## src/rtl/ray_gen.sv

```systemverilog
// Primary-ray generator: walks an IMG_W x IMG_H raster and writes one origin/direction pair per pixel.
// Optional RAY_GEN_TAG_EN adds a pix_tag output carrying the linear pixel index of each write.
module ray_gen #(
    parameter int IMG_W  = 64,
    parameter int IMG_H  = 48,
    parameter int D_BITS = 32,
    parameter int Q_BITS = 16,
    localparam int TAG_W = (IMG_W * IMG_H > 1) ? $clog2(IMG_W * IMG_H) : 1
) (
    input  logic                   clock,
    input  logic                   reset,
    input  logic                   start,
    input  logic [2:0][D_BITS-1:0] cam_origin,
    input  logic [2:0][D_BITS-1:0] dir_base,
    input  logic [2:0][D_BITS-1:0] dir_dx,
    input  logic [2:0][D_BITS-1:0] dir_dy,
    input  logic                   out_full,
    output logic                   out_wr_en,
    output logic [2:0][D_BITS-1:0] origin,
    output logic [2:0][D_BITS-1:0] dir,
    output logic                   busy,
    output logic                   done
`ifdef RAY_GEN_TAG_EN
    ,
    output logic [TAG_W-1:0]       pix_tag
`endif
);

    localparam int XW = (IMG_W > 1) ? $clog2(IMG_W) : 1;
    localparam int YW = (IMG_H > 1) ? $clog2(IMG_H) : 1;

    // Fractional position only matters to consumers; all arithmetic here is plain adds.
    if (Q_BITS < 0 || Q_BITS >= D_BITS) begin : g_bad_q_bits
        $error("ray_gen: Q_BITS must lie in [0, D_BITS)");
    end

    typedef enum logic [1:0] {
        S_IDLE,
        S_EMIT,
        S_DONE
    } state_t;

    state_t                   state;
    logic [XW-1:0]            x_cnt;
    logic [YW-1:0]            y_cnt;
    logic [2:0][D_BITS-1:0]   dx_q;
    logic [2:0][D_BITS-1:0]   dy_q;
    logic [2:0][D_BITS-1:0]   row_base;
    logic [2:0][D_BITS-1:0]   dir_step;
    logic [2:0][D_BITS-1:0]   row_next;
    logic                     wr;
    logic                     last_x;
    logic                     last_y;

    assign wr        = (state == S_EMIT) && !out_full;
    assign out_wr_en = wr;
    assign last_x    = (x_cnt == XW'(IMG_W - 1));
    assign last_y    = (y_cnt == YW'(IMG_H - 1));

    always_comb begin
        dir_step = '0;
        row_next = '0;
        for (int c = 0; c < 3; c++) begin
            dir_step[c] = dir[c] + dx_q[c];
            row_next[c] = row_base[c] + dy_q[c];
        end
    end

    always_ff @(posedge clock or negedge reset) begin
        if (!reset) begin
            state    <= S_IDLE;
            x_cnt    <= '0;
            y_cnt    <= '0;
            origin   <= '0;
            dir      <= '0;
            row_base <= '0;
            dx_q     <= '0;
            dy_q     <= '0;
            busy     <= 1'b0;
            done     <= 1'b0;
`ifdef RAY_GEN_TAG_EN
            pix_tag  <= '0;
`endif
        end else begin
            case (state)
                S_IDLE: begin
                    done <= 1'b0;
                    if (start) begin
                        origin   <= cam_origin;
                        dir      <= dir_base;
                        row_base <= dir_base;
                        dx_q     <= dir_dx;
                        dy_q     <= dir_dy;
                        x_cnt    <= '0;
                        y_cnt    <= '0;
                        busy     <= 1'b1;
                        state    <= S_EMIT;
`ifdef RAY_GEN_TAG_EN
                        pix_tag  <= '0;
`endif
                    end
                end
                S_EMIT: begin
                    if (wr) begin
`ifdef RAY_GEN_TAG_EN
                        pix_tag <= pix_tag + TAG_W'(1);
`endif
                        if (!last_x) begin
                            x_cnt <= x_cnt + XW'(1);
                            dir   <= dir_step;
                        end else if (!last_y) begin
                            // Row advance restarts from the stepped row base, not the running dir.
                            x_cnt    <= '0;
                            y_cnt    <= y_cnt + YW'(1);
                            row_base <= row_next;
                            dir      <= row_next;
                        end else begin
                            busy  <= 1'b0;
                            done  <= 1'b1;
                            state <= S_DONE;
                        end
                    end
                end
                S_DONE: begin
                    done  <= 1'b0;
                    state <= S_IDLE;
                end
                default: begin
                    busy  <= 1'b0;
                    done  <= 1'b0;
                    state <= S_IDLE;
                end
            endcase
        end
    end

endmodule

```

## config.mk

```make
export PLATFORM = sky130hd
export DESIGN_NAME = ray_gen
export DESIGN_NICKNAME = d
export VERILOG_FILES = /design/src/rtl/ray_gen.sv
export SDC_FILE = /design/constraint.sdc
export NUM_CORES = 1
export LEC_CHECK = 0
export ABC_AREA = 1
export CELL_PAD_IN_SITES_DETAIL_PLACEMENT = 1
export CELL_PAD_IN_SITES_GLOBAL_PLACEMENT = 2
export CORE_UTILIZATION = 32
export CTS_CLUSTER_SIZE = 20
export DETAILED_ROUTE_END_ITERATION = 16
export PLACE_DENSITY_LB_ADDON = 0.1
export SYNTH_ARGS = -nofsm -noshare
export SYNTH_HDL_FRONTEND = slang
export SYNTH_SLANG_ARGS = --single-unit
```

## constraint.sdc

```tcl
create_clock -name clock -period 3.6 [get_ports clock]
set_input_delay 0.72 -clock clock [delete_from_list [all_inputs] [get_ports clock]]
set_output_delay 0.72 -clock clock [all_outputs]
set_load 0.05 [all_outputs]
```

-- After elaboration in Yosys (flattened, before gate mapping)
Index checks and enable logic that the tools add are counted.
- word-level logic and storage cells: 80
- memories kept: 0
- output and inout bits: 195
- register bits after elaboration: 496
- input port bits: 388
- memory bits (writable): 0
- memory bits (read-only): 0
- latch bits: 0
- shifts and indexed selects: 0
- mux-type cells: 31
- bitwise logic cells: 1
- divide/modulo/power cells: 0
- reduce and logical (&&, ||, !) cells: 10
- multipliers: 0
- order comparisons: 0
- add/sub/neg operators: 8
- equality and inequality tests: 10
- operators by type and width (operator ; number):
    two-way mux 96 bit ; 6
    case mux 96 bit (2 select lines) ; 2
    adder 32 bit ; 6
    two-way mux 6 bit ; 7
    case mux 6 bit (2 select lines) ; 2
    adder 6 x 1 -> 6 bit, second input constant ; 2
    equality test 6 bit, second input constant ; 2
    inequality test 2 bit, second input constant ; 5
    AND reduction 5 bit ; 2
    two-way mux 1 bit ; 8
    two-way mux 2 bit ; 4
    AND reduction 4 bit ; 2
    case mux 2 bit (2 select lines) ; 1
    inequality test 3 bit, second input constant ; 1
    case mux 1 bit (3 select lines) ; 1
    AND reduction 3 bit ; 1
    equality test 2 x 1 -> 1 bit, second input constant ; 1
    equality test 2 bit, second input constant ; 1
    logical NOT 2 bit ; 1
    AND reduction 2 bit ; 1
    nonzero test 2 bit ; 1
    logical AND 1 bit ; 1
    logical NOT 1 bit ; 1
    NOT 1 bit ; 1

-- Depth between registers and ports, before layout
Gate-level depths: netlist of run 1.
- depth after elaboration: 5
- depth in mapped cells: 16
- depth with buffers taken out: 16

-- Worst setup path before layout of run 1
OpenSTA, ideal clock, no wires.
- path kind: register to output
- from: register state[1]
- to: output port out_wr_en
- data required time: 2.880 ns
- stages on the path, launching flop included: 6
- slack: 1.266 ns
- arrival time: 1.614 ns
- cell sequence: dfrtp_1 -> inv_1 -> nand2_2 -> clkbuf_1 -> buf_1 -> nor2_1
- cells in the longest elaborated chain, start to end: 2
- RTL lines (element ; RTL line ; text):
    start: declaration ; 43 ; state_t state;
    start signal: assignment ; 71 ; state <= S_IDLE;
    start signal: assignment ; 97 ; state <= S_EMIT;
    start signal: assignment ; 120 ; state <= S_DONE;
    equality test 2 x 1 -> 1 bit ; 55 ; assign wr = (state == S_EMIT) && !out_full;
    logical AND 1 bit ; 55 ;
    end: declaration ; 18 ; output logic out_wr_en,
No other way between the ends.

-- Worst setup path after layout of run 1
Ends and elaborated chain as after synthesis.

==> flow_summary.toml, run 1 <==
[worst_setup_path]
worstPathRequired_ns = 2.88
crit_start = "state[1]"
worst_setup_path_start_kind = "flop"
r2r-start = "state[0]"
r2r_cells = 11
cpPeakStageDelay_ns = 0.81
cp_slowest_cell = "clkdlybuf4s50_1"
cp.arrival_ns = 2.19
critPathKind = "flop to output port"
worstPathMaxFanout = 7
rrSetupSlack_ns = 0.85
reg2reg_to = "dir[54]"
cp-end-kind = "output port"
cp_cell_sequence = "inv_1 > nand2_4 > nor2_1 > clkdlybuf4s50_1"

[synth]
syn_nets = 5713
ys_warn_count = 0
yosys.area_share.simple_pct = 37.5
ys.flop_type = "dfrtp_1"
post-synth-top-count-cell = "nand2_1"
synthXorXnorAreaFrac_pct = 1.38
synth.distinct_cells = 45
synth_edf_count = 0
ys_ff_latch = 496
async_flop_share_pct = 100
ys_top_cells_by_count = "nand2_1, inv_1, dfrtp_1, nand3_1, nor2_1"
muxShareOfSynthArea_pct = 0.0297
synth_compound_area_share_pct = 8.54
syn_area_per_cell_sq_um = 6.57
synth_top_family_by_area = "simple AND/OR/NAND/NOR gates"
synth_area_leader_cell = "dfrtp_1"
ys_top_cells_by_area = "dfrtp_1, nand2_1, ha_1"
synth_area_sq_mm = 0.0337
synth_top_area_share_pct = 36.8
synthAdderAreaFrac_pct = 7.33
ys_seq_area_share_pct = 36.8
synthCells = 5131

[floorplan]
initial_core_util_pct = 32.5
dieHeight_microns = 327
rows = 118
core_sq_mm = 0.104
die_area_sq_mm = 0.107
fp.dieW_microns = 327
top_level_ports = 583

[finish]
multiInputGateArea_sq_mm = 0.0185
stdcell_count = 7129
final-seq-area_sq_mm = 0.0124
area_growth_pct = 29.4
design_area_sq_mm = 0.0436
drive_above_1_share_pct = 3.94
nNetsFinal = 6273
nFillCells = 13306

[clock_network]
path_clk_slew_ns = 0.06
cts_tree = "built"
cts-resized-gates = 0
cts_buffer_depth = 3
numCtsBuffers = 66
cts_sinks = 496
holdBufCountCts = 0
htree_levels = 3
cts-root-buf = "clkbuf_16"
clock_latency_ns = 0.65
cts_setup_buffers = 0

[drt]
avgRoutedWirePerCell_microns = 21.6
postRouteAntennaNets = 0
drt_iter0_drc = 1902
vias = 35387
route.detailed.drc = 0
via_per_inst = 4.96
firstDrtPassIters = 5
routed_wl_microns = 154000

[placement]
dpl_cell_area_sq_mm = 0.0413
numPortBuffers = 582
place_congestion = 0.931
dp_hpwl_microns = 123000
dp.cells = 7003

[pwr]
total_power_mw = 44.2
p_clk_share_pct = 16.1
power.switching_mw = 23.3
sw_frac_of_total_pct = 52.8
power_frac_comb_pct = 60.9
irDropWorstVdd_v = 0.000549
p_seq_share_pct = 23.0
power.density_mw_per_mm2 = 1010
power_leakage_nw = 22.8
p_int_mw = 20.8

[sta]
setup-tns-final_ns = 0
worst_pin_slew_ns = 0.891
rsz0062_at_grt = "false"
timing.slew.headroom_pct = 40.6
clock_skew_ns = 0.0262
finalMaxSlewViolations = 0
hold_viol_final = 0
setup_viol = 0
fin_crit_ns = 2.91
hold_slack_ns = 0.143
max_freq_ghz = 0.343
final.period_utilization_pct = 80.9

[grt]
grt_pass1_wl_microns = 230000
grt_max_degree = 135
grt_pass1_vias = 37639
gr-total-overflow = 0
antenna_found_initial = 11
track_usage_pct = 28.5

[hold_path]
hold_class = "input pin to async pin"

[outcome]
status = "finished clean"

[run]
drv_cap = 0
==> through the flow <==
step / util, % / setup WS [ns]
2_1_floorplan: - / 1.27
3_3_place_gp: 39.8 / 0.352
6_report: 42.0 / 0.688
5_1_grt: 42.0 / 0.611
3_5_place_dp: 39.8 / 0.322
4_1_cts: 42.0 / 0.640
==> worst max path at each step <==
stage	end
final	out_wr_en
after global routing	out_wr_en
after CTS	out_wr_en
after detailed placement	dir[49]
after global placement	dir[49]
after floorplan	out_wr_en
==> layout make-up <==
type                            instances  share of cell area [%]
Clock buffer                           95                    4.45
Clock inverter                         25                   0.817
Timing Repair Buffer                  641                    14.8
Antenna cell                            6                  0.0344
Inverter                              585                    5.06
Sequential cell                       496                    28.4
Multi-Input combinational cell       3901                    42.4
Tap cell                             1380                    3.96
==> registers in the layout (all words and copies together) (netlist names) <==
register and flops:
x_cnt 6, busy 1, state 2, dir 96
row_base 96, y_cnt 6, dy_q 96, done 1
origin 96, dx_q 96
==> power by group through the flow <==
stage / sequential, mW / combinational [mW] / clock [mW]
after floorplan: 12.2 / 15.0 / 0
after global placement: 10.3 / 26.6 / 0
after detailed placement: 10.3 / 27.0 / 0
after CTS: 10.2 / 27.1 / 7.28
after global routing: 10.3 / 29.7 / 7.47
final: 10.2 / 26.9 / 7.11
==> cell usage in the layout, fill, tap and decap left out, drive strengths merged, types with 12 or more instances in the layout <==
cell type      count
a31oi             30
o21ai            114
nor3              39
nand3            431
a21oi            294
clkinv            12
nor2             358
o21bai            33
nand4             25
xor2              22
ha               188
xnor2             31
clkdlybuf4s50    581
nand3b            25
inv              588
buf               60
o22ai             13
or2               49
nand2           2196
dfrtp            496
clkbuf            95
==> kinds of logic (layout without fill, tap and decap cells) <==
| logic type | count (synthesis) | in the layout |
|---|---|---|
| simple gates | 3130 | 3130 |
| buf+inv | 734 | 1346 |
| compound gates | 523 | 523 |
| flops | 496 | 496 |
| fa+ha+maj | 194 | 194 |
| xor+xnor | 53 | 53 |
| mux | 1 | 1 |
| other cells | 0 | 6 |
==> worst max-delay path: cells and delay by family (launching register included) <==
kind	cells	cell delay [ns]
AND/OR/NAND/NOR	2	0.26
flip-flops	1	0.38
buffers and inverters	2	0.92
==> metal layers <==
layer  part of all wire [%]  wire [microns]  vias up  GRT usage [%]
met3                    5.0            7650      238           4.84
met2                     51           79300      768           52.8
li1                       -               -    17349              -
met1                     39           60600    17024           32.4
met4                    4.2            6480        8           11.1
met5                  0.040              61        -              0
Note: power is estimated with default switching activity, not from simulation.
==> inputs of run 2 (changes only) <==
CORE_UTILIZATION = 29   (was 32)
clock period = 2.9 ns   (was 3.6 ns; I/O delays follow)
==> flow_summary.toml, run 2 (synthesis results as in run 1) <==
[worst_setup_path]
critPathBufInv = 2
worstPathMaxFanout = 2
cp-end-kind = "output port"
cp_slowest_cell = "clkdlybuf4s50_1"
worstPathRequired_ns = 2.32
cp_top_family = "buffers and inverters"
worst_setup_path_start_kind = "flop"
cp.arrival_ns = 2.23
r2r_cells = 13
r2r-start = "dy_q[64]"
rrSetupSlack_ns = 0.30
reg2reg_to = "dir[78]"
cpPeakStageDelay_ns = 0.84
cp_cell_sequence = "buf_4 > clkdlybuf4s50_1"
critPathKind = "flop to output port"

[sta]
setup-tns-final_ns = 0
finalMaxSlewViolations = 0
finalWorstSetupSlack_ns = 0.0911
worst_pin_slew_ns = 0.751
rsz0062_at_grt = "false"
max_freq_ghz = 0.356
clock_skew_ns = 0.0255
setup_viol = 0
fin_crit_ns = 2.81
final.period_utilization_pct = 96.9
timing.slew.headroom_pct = 49.8
hold_viol_final = 0

[finish]
drive_above_1_share_pct = 4.76
nFillCells = 14535
final_common_cell = "nand2_1"
final-seq-area_sq_mm = 0.0124
final_cell_mix = "nand2_1, clkdlybuf4s50_1, inv_1"
multiInputGateArea_sq_mm = 0.0185
nNetsFinal = 6329
area_growth_pct = 31.4

[drt]
avgRoutedWirePerCell_microns = 22.1
firstDrtPassIters = 5
vias = 35548
via_per_inst = 4.86
route.detailed.drc = 0
routed_wl_microns = 162000
drt_iter0_drc = 1808
postRouteAntennaNets = 0

[placement]
dp_hpwl_microns = 131000
post-place-ws_ns = 0.123
numPortBuffers = 582
place_congestion = 0.917

[clock_network]
holdBufCountCts = 1
cts_sinks = 496
cts_buffer_depth = 3
cts_tree = "built"
numCtsBuffers = 68
clock_latency_ns = 0.66
htree_levels = 3
path_clk_slew_ns = 0.06
cts-resized-gates = 0
cts-root-buf = "clkbuf_16"
cts_setup_buffers = 0

[grt]
grt_pass1_vias = 37566
track_usage_pct = 27.3
grt_pass1_wl_microns = 238000
gr-total-overflow = 0
grt_max_degree = 137
antenna_found_initial = 12

[floorplan]
rows = 124
die_area_sq_mm = 0.118
top_level_ports = 583
initial_core_util_pct = 29.4
core_sq_mm = 0.115
dieHeight_microns = 343
fp.dieW_microns = 343

[pwr]
irDropWorstVdd_v = 0.000503
power_leakage_nw = 23.1
power.density_mw_per_mm2 = 1260

[outcome]
status = "finished clean"

[run]
drv_cap = 0

[hold_path]
hold_class = "input pin to async pin"
## run 2: cell types whose count changed in the layout (fill, tap and decap cells not counted), sizes merged, moves of 2 or more
cell | previous run | this run
buf | 60 | 114
clkinv | 12 | 15
inv | 588 | 585
bufinv | 7 | 5
clkbuf | 95 | 97
clkinvlp | 3 | 1
## run 2: stage by stage
step | instance area, sq um | instances | utilization [%] | hold WS, ns | power [mW]
after floorplan | 33700 | 5131 | - | 0.284 | 33.7
final | 44300 | 7313 | 38.6 | 0.444 | 55.7
after detailed placement | 42000 | 7188 | 36.6 | 0.466 | 47.2
after global placement | 42000 | 7188 | 36.6 | 0.461 | 46.9
after global routing | 44300 | 7308 | 38.6 | 0.445 | 60.1
after CTS | 44300 | 7307 | 38.6 | 0.416 | 56.4
## run 2: final cells by class
type                    instances  area share [%]
diodes                          6          0.0339
multi-input cells            3901            41.8
repair buffers                695            15.8
inverters                     585            4.98
flip-flops and latches        496            28.0
clock buffers                  97            4.47
well taps                    1512            4.27
clock inverters                21           0.627
## run 2: report_power, final
| part | internal [mW] | switching (mW) | total, mW |
|---|---|---|---|
| registers | 9.65 | 2.89 | 12.5 |
| logic | 11.3 | 23.1 | 34.4 |
| clock network | 5.20 | 3.58 | 8.79 |
## run 2: worst max path at each step
| stage | from | end | slack (ns) | depth (start not counted) |
|---|---|---|---|---|
| floorplan | dir[64] | dir[76] | 0.61 | 10 |
| global placement | start | row_base[26] | 0.16 | 12 |
| detailed placement | start | row_base[89] | 0.12 | 12 |
| CTS | dir[74] | dir[74] | 0.04 | 2 |
| global route | dir[74] | dir[74] | 0.07 | 2 |
| finish | dir[74] | dir[74] | 0.09 | 2 |
## run 2: layer usage
metal  GRT usage, %  routed length [microns]  vias up
li1               -                        -    17446
met1           31.0                    63700    17110
met2           50.6                    83800      750
met3           3.94                     7190      236
met4           11.4                     7240        6
met5              0                       33        -
